[src/rtl/rr_arbiter_4.sv]
// rtl/rr_arbiter_4.sv - four-requester round-robin arbiter with hold-time limit
//
// Purpose:
//   Shares one resource between four requesters. The grant is registered and
//   one-hot, with a matching binary address and valid flag, so gnt_addr and
//   gnt_valid can drive a 2-to-4 decoder's addr/en inputs directly. An owner
//   that keeps its request while others wait is rotated out after HOLD_MAX
//   grant cycles.
//
// Parameters:
//   HOLD_MAX  maximum consecutive grant cycles while others wait (1..255)
//   CNT_W     hold counter width, 2**CNT_W > HOLD_MAX
//
// Ports:
//   clk        in   system clock, rising edge
//   rst_n      in   asynchronous active-low reset
//   req[3:0]   in   request vector, req[i]=1 -> requester i wants the resource
//   lock       in   (RR_ARBITER_LOCK_EN only) suppresses preemption while set
//   gnt[3:0]   out  registered one-hot grant, zero when idle
//   gnt_addr   out  binary index of current owner, holds last value when idle
//   gnt_valid  out  high when gnt is non-zero
//   preempt    out  one-cycle pulse when an owner was forcibly rotated out
//
// Optional feature macro: RR_ARBITER_LOCK_EN

module rr_arbiter_4 #(
  parameter int HOLD_MAX = 15,
  parameter int CNT_W    = 8
) (
  input  logic       clk,
  input  logic       rst_n,
  input  logic [3:0] req,
`ifdef RR_ARBITER_LOCK_EN
  input  logic       lock,
`endif
  output logic [3:0] gnt,
  output logic [1:0] gnt_addr,
  output logic       gnt_valid,
  output logic       preempt
);

  typedef enum logic {
    IDLE = 1'b0,
    BUSY = 1'b1
  } state_e;

  // hold_cnt value on the owner's last allowed cycle while others wait
  localparam logic [CNT_W-1:0] HOLD_LAST = CNT_W'(HOLD_MAX - 1);

  state_e           state_q,   state_d;
  logic [1:0]       ptr_q,     ptr_d;
  logic [CNT_W-1:0] hold_q,    hold_d;
  logic [3:0]       gnt_q,     gnt_d;
  logic [1:0]       addr_q,    addr_d;
  logic             valid_q,   valid_d;
  logic             preempt_q, preempt_d;

  logic [3:0] owner_mask;
  logic [3:0] req_others;
  logic [2:0] pick_all;
  logic [2:0] pick_others;
  logic       lock_active;

  // Round-robin pick: first set bit scanning start, start+1, ... mod 4.
  // Returns {found, index}. Scanning from the far end down lets the entry
  // closest to start overwrite the result last.
  function automatic logic [2:0] rr_pick(input logic [3:0] r, input logic [1:0] start);
    logic [2:0] res;
    logic [1:0] idx;
    res = 3'b000;
    for (int k = 3; k >= 0; k--) begin
      idx = start + 2'(k);
      if (r[idx]) begin
        res = {1'b1, idx};
      end
    end
    return res;
  endfunction

`ifdef RR_ARBITER_LOCK_EN
  assign lock_active = lock;
`else
  assign lock_active = 1'b0;
`endif

  assign owner_mask  = 4'b0001 << addr_q;
  assign req_others  = req & ~owner_mask;
  assign pick_all    = rr_pick(req, ptr_q);
  assign pick_others = rr_pick(req_others, ptr_q);

  always_comb begin
    state_d   = state_q;
    ptr_d     = ptr_q;
    hold_d    = hold_q;
    gnt_d     = gnt_q;
    addr_d    = addr_q;
    valid_d   = valid_q;
    preempt_d = 1'b0;

    unique case (state_q)
      IDLE: begin
        if (pick_all[2]) begin
          gnt_d   = 4'b0001 << pick_all[1:0];
          addr_d  = pick_all[1:0];
          valid_d = 1'b1;
          ptr_d   = pick_all[1:0] + 2'd1;
          hold_d  = '0;
          state_d = BUSY;
        end
      end

      BUSY: begin
        if (!req[addr_q]) begin
          // Release wins over hold expiry, so no preempt here.
          if (pick_others[2]) begin
            gnt_d   = 4'b0001 << pick_others[1:0];
            addr_d  = pick_others[1:0];
            valid_d = 1'b1;
            ptr_d   = pick_others[1:0] + 2'd1;
            hold_d  = '0;
          end else begin
            gnt_d   = 4'b0000;
            valid_d = 1'b0;
            state_d = IDLE;
          end
        end else if ((hold_q == HOLD_LAST) && (|req_others) && !lock_active) begin
          // pick_others is guaranteed to find someone since req_others != 0.
          gnt_d     = 4'b0001 << pick_others[1:0];
          addr_d    = pick_others[1:0];
          valid_d   = 1'b1;
          ptr_d     = pick_others[1:0] + 2'd1;
          hold_d    = '0;
          preempt_d = 1'b1;
        end else if (hold_q != HOLD_LAST) begin
          // Saturates so an uncontested owner can hold indefinitely and be
          // preempted on the first edge where competition appears.
          hold_d = hold_q + CNT_W'(1);
        end
      end

      default: begin
        state_d = IDLE;
      end
    endcase
  end

  always_ff @(posedge clk or negedge rst_n) begin
    if (!rst_n) begin
      state_q   <= IDLE;
      ptr_q     <= 2'd0;
      hold_q    <= '0;
      gnt_q     <= 4'b0000;
      addr_q    <= 2'd0;
      valid_q   <= 1'b0;
      preempt_q <= 1'b0;
    end else begin
      state_q   <= state_d;
      ptr_q     <= ptr_d;
      hold_q    <= hold_d;
      gnt_q     <= gnt_d;
      addr_q    <= addr_d;
      valid_q   <= valid_d;
      preempt_q <= preempt_d;
    end
  end

  assign gnt       = gnt_q;
  assign gnt_addr  = addr_q;
  assign gnt_valid = valid_q;
  assign preempt   = preempt_q;

endmodule

[config.mk]
export PLATFORM = sky130hd
export DESIGN_NAME = rr_arbiter_4
export DESIGN_NICKNAME = d
export VERILOG_FILES = /design/src/rtl/rr_arbiter_4.sv
export SDC_FILE = /design/constraint.sdc
export NUM_CORES = 1
export LEC_CHECK = 0
export CAP_MARGIN = 20
export CORE_ASPECT_RATIO = 0.7
export CORE_MARGIN = 8
export CORE_UTILIZATION = 53
export CTS_BUF_LIST = sky130_fd_sc_hd__clkbuf_16
export DETAILED_ROUTE_END_ITERATION = 8
export PLACE_DENSITY = 0.75
export REMOVE_ABC_BUFFERS = 1
export SLEW_MARGIN = 10
export SYNTH_ARGS = -nofsm -noshare
export SYNTH_HDL_FRONTEND = slang
export SYNTH_SLANG_ARGS = --single-unit
[constraint.sdc]
create_clock -name clk -period 2.8 [get_ports clk]
set_input_delay 0.42 -clock clk [delete_from_list [all_inputs] [get_ports clk]]
set_output_delay 0.42 -clock clk [all_outputs]
set_load 0.01 [all_outputs]
# [Yosys cells after proc, flatten, opt, wreduce, memory -nomap -nowiden]
# Index checks and enable logic that the tools add are counted.
[classes] add_sub_neg=6 mul=0 div=0 n_lt_le_gt_ge=5 n_eq_ne=6 n_shift=3 mux=58 bitwise=3 n_reduce_logical=5
[op_table] cell="$mux 8" count=5
[op_table] cell="$mux 3" count=8
[op_table] cell="$bmux 1 s2" count=9
[op_table] cell="$mux 1" count=18
[op_table] cell="$mux 2" count=8
[op_table] cell="$mux 4" count=4
[op_table] cell="$pmux 8 s2" count=1
[op_table] cell="$lt 2x3->1 const B" count=5
[op_table] cell="$shl 1x2->4 const A" count=3
[op_table] cell="$add 8x1->8 const B" count=1
[op_table] cell="$eq 8x4->1 const B" count=1
[op_table] cell="$ne 8x4->1 const B" count=1
[op_table] cell="$pmux 2 s2" count=2
[op_table] cell="$pmux 4 s2" count=1
[op_table] cell="$add 2x1->2 const B" count=3
[op_table] cell="$reduce_and 3->1" count=2
[op_table] cell="$add 2x2->2 const B" count=2
[op_table] cell="$and 4x4->4" count=1
[op_table] cell="$ne 4x2->1 const B" count=1
[op_table] cell="$not 4->4" count=1
[op_table] cell="$pmux 1 s2" count=2
[op_table] cell="$reduce_or 4->1" count=1
[op_table] cell="$ne 3x1->1 const B" count=1
[op_table] cell="$ne 3x2->1 const B" count=1
[op_table] cell="other kinds (4)" count=4
[word_totals] reg_bits=19 latchBits=0 mem_bits_rw=0 mem_bits_ro=0 input_bits=6 output_inout_bits=8 elab_cells=93 memories=0

# [Depth between registers and ports, before layout]
[depth] depth_word=13 depth_mapped=8 depth_no_buf=8

# [Least setup slack after synthesis]
# No wires, ideal clock.
[synth_path] path_kind="register to register" start="reg addr_q[0], in the netlist gnt_addr[0]" end="reg gnt_q[2], in the netlist gnt[2]" setup_ps=125 arrival_ps=1906 t_required_ps=2675 path_slack_ps=770 path_stages_with_launch=6 n_path_buf=1 period_less_slack_ps=2030 cell_sequence="dfrtp_1 > buf_6 > mux4_2 > nor2_2 > a21o_1 > mux2_2"
[synth_via] elab_chain_len=13 elab_cells_between_ends=26 classes_between="1 x eq/ne; 2 x shift; 18 x mux; 2 x bitwise; 3 x reduce/logical"
[synth_lines] item="start, declared" line="54" rtl="logic [1:0] addr_q, addr_d;"
[synth_lines] item="start signal, assigned" line="161" rtl="addr_q <= addr_d;"
[synth_lines] item="$shl 1x2->4" line="86" rtl="assign owner_mask = 4'b0001 << addr_q;"
[synth_lines] item="$not 4->4" line="87" rtl="assign req_others = req & ~owner_mask;"
[synth_lines] item="$and 4x4->4" line="87"
[synth_lines] item="$bmux 1 s2" line="73" rtl="if (r[idx]) begin"
[synth_lines] item="$mux 1 (implied by the code)" line="73"
[synth_lines] item="$mux 3 (4 in series)" line="73"
[synth_lines] item="$shl 1x2->4" line="116, 128"
[synth_lines] item="$mux 4, on equally long branches" line="115, 126"
[synth_lines] item="$mux 4" line="113" rtl="if (!req[addr_q]) begin"
[synth_lines] item="$pmux 4 s2" line="100" rtl="unique case (state_q)"
[synth_lines] item="end signal, assigned" line="160" rtl="gnt_q <= gnt_d;"
[synth_lines] item="end, declared" line="53" rtl="logic [3:0] gnt_q, gnt_d;"
# Parallel ways exist; a longest one is shown, timed or not. The select of a mux whose other input is x is not followed.
# A chain may end at the register's enable or synchronous reset.

# [Final worst setup path]
[layout_path] start="in req[3]" end="reg gnt_q[2], in the netlist gnt[2]"
[layout_via] elab_chain_len=11 elab_cells_between_ends=39 classes_between="2 x eq/ne; 2 x shift; 31 x mux; 1 x bitwise; 3 x reduce/logical"
[layout_lines] item="start, declared" line="32" rtl="input logic [3:0] req,"
[layout_lines] item="$and 4x4->4" line="87"
[layout_lines] item="$bmux 1 s2" line="73"
[layout_lines] item="$mux 1 (implied by the code)" line="73"
[layout_lines] item="$mux 3 (4 in series)" line="73"
[layout_lines] item="$shl 1x2->4" line="116, 128"
[layout_lines] item="$mux 4, on equally long branches" line="115, 126"
[layout_lines] item="$mux 4" line="113"
[layout_lines] item="$pmux 4 s2" line="100"
# Parallel ways exist; a longest one is shown, timed or not. The select of a mux whose other input is x is not followed.

==> flow_metrics.py <==
metrics = {
    "power_and_ir_drop": {
        "cellPowerDensity_nw_per_um2": 1220,
        "pwr-share-comb_pct": 60.9,
        "peakVddDrop_mv": 0.663,
        "power_frac_seq_pct": 24.5,
        "power_switching_uw": 952,
        "power_leakage_nw": 0.724,
        "p_int_mw": 1.14,
        "p_sw_share_pct": 45.4,
        "clkPwrFrac_pct": 14.5,
    },
    "detailed_routing": {
        "vias": 1271,
        "initialDrtViolationCount": 195,
        "drt-pass1-iter-count": 4,
        "drt-total-wl_um": 3500,
        "drc": 0,
        "wire_per_inst_um": 17.6,
        "vias_per_cell": 6.39,
        "ant_nets": 0,
    },
    "yosys": {
        "synth-async-reset-ratio_pct": 100,
        "dominantRegCellSynth": "dfrtp_1",
        "synth.avg_cell_area_sq_um": 9.96,
        "synth_area_sq_um": 1490,
        "synth_edf_count": 0,
        "yosysSeqAreaShare_pct": 31.8,
        "synth.distinct_cells": 62,
        "ys_seq_elements": 19,
        "synthCells": 150,
        "yosysWarnings": 0,
    },
    "finish": {
        "multi_input_area_sq_um": 927,
        "stdcell_count": 199,
        "final_common_cell": "dfrtp_1",
        "layout-drive-gt1-share_pct": 17.2,
        "nets": 172,
        "layout_common_cells": "dfrtp_1, nor2_1, clkdlybuf4s50_1",
        "syn_to_final_growth_pct": 14.7,
        "stdcell_area_sq_um": 1710,
        "diodes": 0,
        "fillers": 209,
        "seqCellArea_sq_um": 475,
    },
    "global_route": {
        "grt_max_degree": 20,
        "track_usage_pct": 15.5,
        "grt_pass1_wl_um": 5930,
        "antenna_found_initial": 0,
        "grt_pass1_vias": 1186,
        "globalRouteOverflowTotal": 0,
    },
    "hold_path": {
        "hold_depth": 1,
        "hold_path_end": "gnt[3]$_DFFE_PN0P_",
        "min_from": "gnt[3]$_DFFE_PN0P_",
        "min_path_type": "flip-flop to flip-flop",
    },
    "clock_tree": {
        "cts_buffers": 3,
        "h-tree-depth": 1,
        "cts_setup_buffers": 0,
        "insertion_delay_ns": 0.25,
        "cts.repair.resized": 0,
        "clockBufferDepth": 2,
        "clkSinkCount": 19,
        "clk_pin_slew_ns": 0.06,
        "cts_root_buf": "clkbuf_16",
        "cts_tree": "yes",
        "hold_buffers": 0,
    },
    "critical_path": {
        "path_buf_inv": 1,
        "critPathKind": "primary input to flip-flop",
        "worstPathArrival_ns": 2.55,
        "crit_slowest_cell": "mux4_2",
        "crit_required_ns": 2.94,
        "cp-end-kind": "flip-flop",
        "worst-path-max-fanout": 10,
        "r2r_cells": 4,
        "r2r-start": "gnt_addr[0]$_DFFE_PN0P_",
        "path_delay_family": "multiplexers",
        "r2r_slack_ns": 0.51,
        "r2r_end": "gnt[2]$_DFFE_PN0P_",
        "cp-start-kind": "primary input",
        "cpPeakStageDelay_ns": 0.66,
        "path_cells": "clkdlybuf4s50_1, mux4_2, nor2_2, a21o_1, mux2_2",
    },
    "place": {
        "placed_cells": 195,
        "dp_hpwl_um": 2530,
        "io_buffers": 13,
        "globalplace.congestion": 0.955,
        "pre_cts_slack_ns": 0.138,
        "placed_area_sq_um": 1630,
    },
    "die": {
        "die_area_sq_um": 4800,
        "io_pins": 14,
        "die_width_um": 79.5,
        "die_y_um": 60.4,
        "initial_utilization_pct": 54.5,
        "coreArea_sq_um": 2740,
        "rows": 16,
    },
    "timing": {
        "max_freq_mhz": 415,
        "finalCritPeriodShare_pct": 86.1,
        "period_needed_ns": 2.41,
        "setup_viol": 0,
        "worst_slew_pin_slew_ns": 0.871,
        "hold_viol": 0,
        "relSlewSlack_pct": 41.8,
        "worst_hold_slack_ns": 0.491,
        "setup_tns_ns": 0,
        "finClkSkew_ns": 0.00377,
        "setup_slack_ns": 0.389,
        "drv_slew": 0,
        "rsz0062_at_grt": "false",
    },
    "run_status": {
        "outcome": "completed",
    },
    "job": {
        "cap_violations": 0,
    },
}
==> sequential cells by signal, summed over array words and instances, names as in the netlist <==
signal     cells
gnt            4
gnt_addr       2
gnt_valid      1
hold_q         8
preempt        1
ptr_q          2
state_q        1
==> through the flow <==
| stage | utilization (%) | power (mW) |
|---|---|---|
| global placement | 59.4 | 1.75 |
| detailed placement | 59.4 | 1.77 |
| global route | 62.5 | 2.24 |
| finish | 62.5 | 2.09 |
| CTS | 62.5 | 2.09 |
| floorplan | - | 1.42 |
==> cells in the mapped netlist (all sizes together), types with 3 or more instances <==
cell type  number  share of area [%]
o21ai           7                2.3
nor3            3                1.3
nand2          11                2.8
buf             6                3.9
a211oi          3                1.5
inv             8                2.0
nor2           14                3.7
o2111ai         3                2.9
dfrtp          19                 32
xor2            4                2.8
a21o            8                4.7
nand2b          3                1.3
a31oi           3                1.3
a22o            3                1.8
a21oi           6                2.5
o221ai          3                3.8
mux2i           4                3.5
==> kinds of logic (layout without fill, tap and decap cells) <==
family	after synthesis	after routing	share of synthesized area [%]
XOR/XNOR	5	5	4.69
AO/OA/AOI/OAI	54	54	32.2
adder cells (fa/ha/maj)	2	2	1.67
AND/OR/NAND/NOR	49	49	17.7
buffers and inverters	15	28	6.11
flip-flops	19	19	31.8
multiplexers	6	6	5.78
==> layout make-up <==
type	instances	area share, %
clock buffers	3	4.38
clock inverters	1	0.438
inverters	8	1.75
multi-input cells	116	54.1
flip-flops and latches	19	27.8
well taps	36	2.63
repair buffers	16	8.91
==> worst max-delay path by stage <==
| stage | start | endpoint | slack [ns] | cells past startpoint |
|---|---|---|---|---|
| after detailed placement | req[3] | gnt[2]$_DFFE_PN0P_ | 0.14 | 5 |
| after global placement | req[3] | gnt[2]$_DFFE_PN0P_ | 0.19 | 5 |
| after CTS | req[3] | gnt[2]$_DFFE_PN0P_ | 0.41 | 5 |
| final | req[3] | gnt[2]$_DFFE_PN0P_ | 0.39 | 5 |
| after floorplan | ptr_q[0]$_DFFE_PN0P_ | gnt[2]$_DFFE_PN0P_ | 0.44 | 6 |
| after global routing | req[3] | ptr_q[1]$_DFFE_PN0P_ | 0.22 | 7 |
==> power by group through the flow <==
stage,Combinational (mW),Sequential [mW],Clock (mW)
2_1_floorplan,0.891,0.526,0
3_3_place_gp,1.24,0.514,0
3_5_place_dp,1.26,0.513,0
4_1_cts,1.27,0.510,0.314
5_1_grt,1.39,0.531,0.320
6_report,1.28,0.514,0.305
==> per-layer routing <==
metal  track usage [%]  routed length, um
met1              21.9               1670
met4              4.99                 10
met5                 0                  0
met2              22.0               1540
met3              4.59                277
==> worst register-to-register path, stage by stage, from the launching register on <==
cell	delay (ns)
dfrtp_1	0.63
mux4_2	0.68
nor2_2	0.24
a21o_1	0.27
mux2_2	0.36
Note: power is estimated with default switching activity, not from simulation.
